### src/rtl/sobel_frame_sequencer.sv
// Frame sequencer for the sobel engine: streams a source frame into the
// engine over a simple cyc/stb/ack bus, kicks processing, then reads the
// result frame back and writes it to the result memory.
module sobel_frame_sequencer #(
  parameter logic [21:0] LOAD_LAST_ADR = 22'h4B000,
  parameter logic [21:0] READ_LAST_ADR = 22'h4AB00,
  parameter int unsigned ACK_TIMEOUT   = 255
) (
  input  logic        clk_i,
  input  logic        rst_i,
  input  logic        go_i,
  output logic        busy_o,
  output logic        frame_done_o,
  output logic        err_o,
  output logic        cyc_o,
  output logic        stb_o,
  output logic        we_o,
  output logic [21:0] adr_o,
  output logic [31:0] dat_o,
  input  logic [31:0] dat_i,
  input  logic        ack_i,
  output logic        start_o,
  input  logic        done_i,
  output logic        src_rd_o,
  output logic [21:0] src_adr_o,
  input  logic [31:0] src_dat_i,
  output logic        snk_we_o,
  output logic [21:0] snk_adr_o,
  output logic [31:0] snk_dat_o
);

  typedef enum logic [3:0] {
    IDLE, LD_FETCH, LD_WAIT, LD_REQ, RUN, RD_REQ, RD_STORE, DONE, ERR
  } state_t;

  // Wait counter only has to reach ACK_TIMEOUT-1 before the block gives up.
  localparam int WW = (ACK_TIMEOUT < 2) ? 1 : $clog2(ACK_TIMEOUT);
  localparam logic [WW-1:0] WAIT_LAST = WW'(ACK_TIMEOUT - 1);

  state_t          state_q, state_d;
  logic [21:0]     cnt_q;
  logic [WW-1:0]   wait_q;
  logic [31:0]     rd_word_q;
  logic            wait_expired;

  // An ack on the last allowed strobe cycle still wins over the timeout.
  assign wait_expired = (wait_q == WAIT_LAST);

  // State register.
  always_ff @(posedge clk_i) begin
    if (rst_i) state_q <= IDLE;
    else       state_q <= state_d;
  end

  // Next-state logic; go_i is only honoured from IDLE and ERR.
  always_comb begin
    state_d = state_q;
    unique case (state_q)
      IDLE:     if (go_i) state_d = LD_FETCH;
      LD_FETCH: state_d = LD_WAIT;
      LD_WAIT:  state_d = LD_REQ;
      LD_REQ: begin
        if (ack_i)             state_d = (cnt_q == LOAD_LAST_ADR) ? RUN : LD_FETCH;
        else if (wait_expired) state_d = ERR;
      end
      RUN:      if (done_i) state_d = RD_REQ;
      RD_REQ: begin
        if (ack_i)             state_d = RD_STORE;
        else if (wait_expired) state_d = ERR;
      end
      RD_STORE: state_d = (cnt_q == READ_LAST_ADR) ? DONE : RD_REQ;
      DONE:     state_d = IDLE;
      ERR:      if (go_i) state_d = LD_FETCH;
      default:  state_d = IDLE;
    endcase
  end

  // Datapath: address counter (compare before increment, so it never wraps),
  // write-data holding register, read capture and ack wait counter.
  always_ff @(posedge clk_i) begin
    if (rst_i) begin
      cnt_q     <= '0;
      wait_q    <= '0;
      dat_o     <= '0;
      rd_word_q <= '0;
    end else begin
      if ((state_q == IDLE || state_q == ERR) && go_i)
        cnt_q <= '0;
      else if (state_q == LD_REQ && ack_i)
        cnt_q <= (cnt_q == LOAD_LAST_ADR) ? 22'd0 : cnt_q + 22'd4;
      else if (state_q == RD_STORE && cnt_q != READ_LAST_ADR)
        cnt_q <= cnt_q + 22'd4;

      if (state_q == LD_WAIT) dat_o <= src_dat_i;
      if (state_q == RD_REQ && ack_i) rd_word_q <= dat_i;

      if (state_d != state_q) wait_q <= '0;
      else if (stb_o)         wait_q <= wait_q + 1'b1;
    end
  end

  // Moore outputs; cyc_o stays up between load beats but not before the first.
  always_comb begin
    busy_o       = !(state_q inside {IDLE, ERR});
    frame_done_o = (state_q == DONE);
    err_o        = (state_q == ERR);
    stb_o        = (state_q == LD_REQ) || (state_q == RD_REQ);
    cyc_o        = (state_q inside {LD_WAIT, LD_REQ, RD_REQ, RD_STORE}) ||
                   (state_q == LD_FETCH && cnt_q != '0);
    we_o         = cyc_o && (state_q inside {LD_FETCH, LD_WAIT, LD_REQ});
    adr_o        = stb_o ? cnt_q : '0;
    start_o      = (state_q == RUN);
    src_rd_o     = (state_q == LD_FETCH);
    src_adr_o    = src_rd_o ? cnt_q : '0;
    snk_we_o     = (state_q == RD_STORE);
    snk_adr_o    = snk_we_o ? cnt_q : '0;
    snk_dat_o    = snk_we_o ? rd_word_q : '0;
  end

endmodule

### config.mk
export PLATFORM = sky130hd
export DESIGN_NAME = sobel_frame_sequencer
export DESIGN_NICKNAME = d
export VERILOG_FILES = /design/src/rtl/sobel_frame_sequencer.sv
export SDC_FILE = /design/constraint.sdc
export NUM_CORES = 1
export LEC_CHECK = 0
export CELL_PAD_IN_SITES_DETAIL_PLACEMENT = 0
export CELL_PAD_IN_SITES_GLOBAL_PLACEMENT = 1
export CORE_MARGIN = 5
export CORE_UTILIZATION = 41
export CTS_BUF_LIST = sky130_fd_sc_hd__clkbuf_8
export CTS_CLUSTER_DIAMETER = 150
export CTS_CLUSTER_SIZE = 25
export DETAILED_ROUTE_END_ITERATION = 8
export DONT_BUFFER_PORTS = 1
export HOLD_SLACK_MARGIN = 0.05
export MAX_ROUTING_LAYER = met4
export PLACE_DENSITY = 0.8
export SYNTH_ARGS = -nofsm -noshare
export SYNTH_HDL_FRONTEND = slang
export SYNTH_SLANG_ARGS = --single-unit
### constraint.sdc
create_clock -name clk_i -period 1.85 [get_ports clk_i]
set_clock_uncertainty 0.1 [all_clocks]
set_input_delay 0.4625 -clock clk_i [delete_from_list [all_inputs] [get_ports clk_i]]
set_output_delay 0.4625 -clock clk_i [all_outputs]
set_load 0.005 [all_outputs]
; ---- After elaboration in Yosys (flattened, before gate mapping)
; Cells that the tools add are included.
; Widths: inputs -> output; s select.
[totals]
wordCells = 54
output_inout_bits = 139
register_bits = 98
inputBits = 69
[classes]
mux = 15
n_reduce_logical = 19
eq_ne = 13
add_sub_neg = 2
[ops]
columns = operator, count
row1 = $mux 22, 6
row2 = $eq 22x19->1 const B, 2
row3 = $mux 32, 1
row4 = $pmux 4 s7, 1
row5 = $add 22x3->22 const B, 1
row6 = $ne 22x19->1 const B, 1
row7 = $reduce_bool 22->1, 1
row8 = $mux 4, 5
row9 = $eq 4x3->1 const B, 4
row10 = $add 8x1->8 const B, 1
row11 = $eq 4x2->1 const B, 2
row12 = $eq 8x8->1 const B, 1
row13 = $logic_and 1x1->1, 6
row14 = $reduce_or 2->1, 3
row15 = $eq 4x1->1 const B, 1
row16 = $eq 4x4->1 const B, 1
row17 = $logic_not 4->1, 1
row18 = $ne 4x4->1, 1
row19 = $reduce_bool 2->1, 2
row20 = $reduce_bool 4->1, 1
row21 = $logic_or 1x1->1, 3
row22 = $mux 3, 1
row23 = $reduce_bool 3->1, 1
row24 = $mux 2, 1
row25 = $logic_not 1->1, 1

; ---- Longest topological paths before layout
[depth]
ltp_word = 6
ltp_mapped = 9
ltp_nobuf = 8

; ---- Least setup slack after synthesis
; Ideal clock, no wire load.
[synth_timing]
kind = register -> register
from = register cnt_q[4]
to = register wait_q[0]
arrival_ns = 1.825
slack_ns = -0.205
setup_time_ns = 0.131
n_path_buf = 1
required_ns = 1.619
period_less_slack_ns = 2.055
path_stages_with_launch = 8
path_cell_list = dfxtp_1 -> buf_6 -> or4_4 -> nor4_4 -> a21o_2 -> o21ai_2 -> a21boi_4 -> nor3_1
[synth_via]
elab_chain_len = 6
elab_cells_between_ends = 8
classes_between = eq/ne (3) / mux (4) / reduce/logical (1)
[synth_rtl]
columns = element, line
row1 = start: declaration, 41  ; logic [21:0] cnt_q;
row2 = start signal: assignment, 90  ; cnt_q <= (cnt_q == LOAD_LAST_ADR) ? 22'd0 : cnt_q + 22'd4;
row3 = start signal: assignment, 92  ; cnt_q <= cnt_q + 22'd4;
row4 = $eq 22x19->1, 63  ; if (ack_i) state_d = (cnt_q == LOAD_LAST_ADR) ? RUN : LD_FETCH;
row5 = $mux 3, 63
row6 = $mux 4, 63
row7 = $pmux 4 s7 (*), 58  ; unique case (state_q)
row8 = $ne 4x4->1 (*), 97  ; if (state_d != state_q) wait_q <= '0;
row9 = $reduce_or 2->1 (no source line) (*), -
row10 = end signal: assignment, 98  ; else if (stb_o) wait_q <= wait_q + 1'b1;
row11 = end: declaration, 42  ; logic [WW-1:0] wait_q;
; Every way passes the cells marked *; elsewhere a longest branch is shown, timed or not.
; A chain may end at the register's enable or synchronous reset.

; ---- Worst setup path in the final report
[layout_timing]
from = register cnt_q[9]
to = output port cyc_o
[layout_via]
elab_chain_len = 3
[layout_rtl]
columns = element, line
row1 = $reduce_bool 22->1, 109  ; (state_q == LD_FETCH && cnt_q != '0);
row2 = $logic_and 1x1->1, 109
row3 = $logic_or 1x1->1, 108  ; cyc_o = (state_q inside {LD_WAIT, LD_REQ, RD_REQ, RD_STORE}) ||
row4 = end: declaration, 15  ; output logic cyc_o,
; Every way passes these cells.

==> out/metrics.json <==
{
  "status": {"value": "complete, but fails checks"},
  "failed_checks": {"value": "setup timing"},
  "finalWirelength": {"value": 19700, "unit": "um"},
  "synth_seq_cells": {"value": 96},
  "die_h": {"value": 119, "unit": "um"},
  "highest_layer": {"value": "met4"},
  "numCtsBuffers": {"value": 9},
  "grt_antenna_before_repair": {"value": 0},
  "drt_pre_antenna_iters": {"value": 5},
  "crit_required": {"value": 1290, "unit": "ps"},
  "cap_violations": {"value": 0},
  "design_area": {"value": 7460, "unit": "um^2"},
  "relSlewSlack": {"value": 8.39, "unit": "%"},
  "synth.distinct_cells": {"value": 53},
  "timing.critical_path.to_type": {"value": "output pin"},
  "syn_area_per_cell": {"value": 7.64, "unit": "um^2"},
  "routedLengthMet1": {"value": 7660, "unit": "um"},
  "most-common-layout-cells": {"value": "sky130_fd_sc_hd__nand2_1, sky130_fd_sc_hd__dfxtp_1, sky130_fd_sc_hd__buf_4"},
  "layout_commonest_cell": {"value": "sky130_fd_sc_hd__nand2_1"},
  "layoutNonFillerInstCount": {"value": 874},
  "synth_edf_count": {"value": 0},
  "hp-class": {"value": "in2reg"},
  "worstPathArrival": {"value": 2090, "unit": "ps"},
  "io-pin-count": {"value": 208},
  "cellPowerDensity": {"value": 570, "unit": "nW/um^2"},
  "rows": {"value": 39},
  "antenna-diode-count": {"value": 0},
  "rsz0062_at_grt": {"value": "yes"},
  "cts_num_sinks": {"value": 96},
  "worstSkewPairLatency": {"value": 370, "unit": "ps"},
  "p_leak": {"value": 2.81, "unit": "nW"},
  "cts_max_level": {"value": 3},
  "slew_viol_final": {"value": 0},
  "hold_viol_final": {"value": 0},
  "grt_util_all_layers": {"value": 24.3, "unit": "%"},
  "critical_path_class": {"value": "reg2out"},
  "std_cell_core_area": {"value": 11500, "unit": "um^2"},
  "ant_nets": {"value": 0},
  "area.growth.synth_to_final": {"value": 54.3, "unit": "%"},
  "place_hpwl": {"value": 11000, "unit": "um"},
  "layout-drive-gt1-share": {"value": 46.8, "unit": "%"},
  "wire_length_of_the_first_global_routing_pass": {"value": 26800, "unit": "um"},
  "postSynthCellCount": {"value": 633},
  "remaining_drc_errors": {"value": 0},
  "dr_wl_met3": {"value": 1560, "unit": "um"},
  "die_area": {"value": 14100, "unit": "um^2"},
  "nNetsFinal": {"value": 800},
  "numPlacedInstances": {"value": 797},
  "detailed_place.area": {"value": 5450, "unit": "um^2"},
  "ratio_of_routed_vias_to_standard_cells": {"value": 5.86},
  "path_max_fanout": {"value": 2},
  "area_of_the_mapped_netlist": {"value": 4830, "unit": "um^2"},
  "tightest_slew": {"value": 1370, "unit": "ps"},
  "ys_async_sr_fraction": {"value": 0, "unit": "%"},
  "route.detailed.wl_per_inst": {"value": 22.6, "unit": "um"},
  "buffer_ports.inserted": {"value": 0},
  "yosysWarningCount": {"value": 0},
  "grt_pass1_vias": {"value": 5018},
  "gp_congestion": {"value": 0.874},
  "num_vias": {"value": 5125},
  "chipWidth": {"value": 119, "unit": "um"},
  "clock-root-buffer": {"value": "sky130_fd_sc_hd__clkbuf_8"},
  "starting_density": {"value": 42.2, "unit": "%"},
  "worst_setup_path_start_kind": {"value": "register"},
  "grt_overflow_total": {"value": 0},
  "post-route-min-period": {"value": 2660, "unit": "ps"},
  "drtIter0Drc": {"value": 325},
  "maxClockFrequency": {"value": 0.376, "unit": "GHz"},
  "tritoncts_clock_tree": {"value": "built"},
  "path_clk_slew": {"value": 100, "unit": "ps"},
  "grt_max_degree": {"value": 50},
  "synth_largest_area_cell": {"value": "sky130_fd_sc_hd__dfxtp_1"},
  "synth_top_cell_area_share": {"value": 39.8, "unit": "%"},
  "clk_path_buf_depth": {"value": 2},
  "final.period_utilization": {"value": 144, "unit": "%"},
  "detailroute.wirelength.met2": {"value": 9910, "unit": "um"},
  "postLayoutCoreUtil": {"value": 65.1, "unit": "%"},
  "synth_sequential_area_ratio": {"value": 39.8, "unit": "%"},
  "vdd.ir_drop.worst": {"value": 0.370, "unit": "mV"},
  "finalSetupViolCount": {"value": 164},
  "synthFlopType": {"value": "sky130_fd_sc_hd__dfxtp_1"},
  "post-route-worst-setup-slack": {"value": -806, "unit": "ps"},
  "synth.area.top_cells": {"value": "sky130_fd_sc_hd__dfxtp_1, sky130_fd_sc_hd__nand2_1, sky130_fd_sc_hd__and3_1"}
}
## routing by layer
metal / GRT usage, % / vias to the layer above
li1: - / 2299
met4: 9.21 / 0
met1: 28.7 / 2484
met3: 5.68 / 51
met5: - / -
met2: 40.3 / 291
## worst max-delay path, cell delays in order, from the launching register on
cell	delay [ps]
sky130_fd_sc_hd__dfxtp_1	320
sky130_fd_sc_hd__or4_1	570
sky130_fd_sc_hd__nor2_1	200
sky130_fd_sc_hd__nand4_1	200
sky130_fd_sc_hd__a22oi_1	220
sky130_fd_sc_hd__nor2_1	70
sky130_fd_sc_hd__buf_4	140
## sequential cells by signal, summed over array words and instances, names as in the netlist
signal and flops:
wait_q 8, rd_word_q 32, dat_o 32, state_q 4, cnt_q 20
## power breakdown
group          internal (mW)  switching [mW]
clock network          0.520           0.773
logic                  0.370           0.411
registers               2.12          0.0566
## cells by family (layout without fill, tap and decap cells)
| group | after synthesis | after routing | synth area share, % |
|---|---|---|---|
| XOR/XNOR | 24 | 24 | 4.35 |
| flip-flops | 96 | 96 | 39.8 |
| adder cells (fa/ha/maj) | 5 | 5 | 1.29 |
| other | 1 | 6 | 0.0776 |
| buffers and inverters | 66 | 159 | 6.16 |
| AO/OA/AOI/OAI | 101 | 101 | 12.8 |
| AND/OR/NAND/NOR | 340 | 340 | 35.6 |
## area by class of cell
class | instances | area (um^2)
Clock inverter | 6 | 36.3
Timing Repair Buffer | 135 | 1610
Multi-Input combinational cell | 476 | 3530
Clock buffer | 10 | 138
Inverter | 8 | 32.5
Fill cell | 918 | 4010
Tap cell | 143 | 179
Sequential cell | 96 | 1930
## synthesized netlist by cell type, drive strengths merged (3+ instances only)
cell type and count:
clkbuf 45, xnor2 14, a21o 5, ha 5, or4 3, nand2 144
a21boi 3, nor3b 4, nor3 18, o21ai 10, nand2b 6, nand4 9
a21oi 70, nor2b 4, dfxtp 96, buf 13, nand3 13, and4 3
inv 8, and3 76, nor2 33, a22oi 4, xor2 10, and2 22
## final timing paths
| kind | from | end | slack [ps] | cells after the start |
|---|---|---|---|---|
| worst max-delay path | cnt_q[9]$_SDFFE_PP0P_ | cyc_o | -810 | 6 |
| worst max register to register | cnt_q[21]$_SDFFE_PP0P_ | cnt_q[6]$_SDFFE_PP0P_ | -510 | 9 |
| worst min-delay path | src_dat_i[29] | dat_o[29]$_SDFFE_PP0P_ | 110 | 2 |
| worst min register to register | rd_word_q[25]$_SDFFE_PP0P_ | rd_word_q[25]$_SDFFE_PP0P_ | 370 | 2 |
## repair_timing
item                       in CTS  in global routing
resized for setup             135                157
setup endpoints to repair     163                171
buffers inserted               35                 13
hold endpoints to repair       23                 36
cloned                         11                 10
hold buffers                    1                  2
pin swaps                      49                 84
## per-stage QoR
stage	TNS (ps)	power, mW	setup WS, ps	hold slack (ps)
2_1_floorplan	-3840	2.51	-186	332
3_3_place_gp	-5700	2.66	-308	331
3_5_place_dp	-10100	2.67	-363	336
4_1_cts	-48610	4.11	-703	50.3
5_1_grt	-66340	4.43	-885	89.7
6_report	-54300	4.25	-806	115
Note: power is estimated with default switching activity, not from simulation.
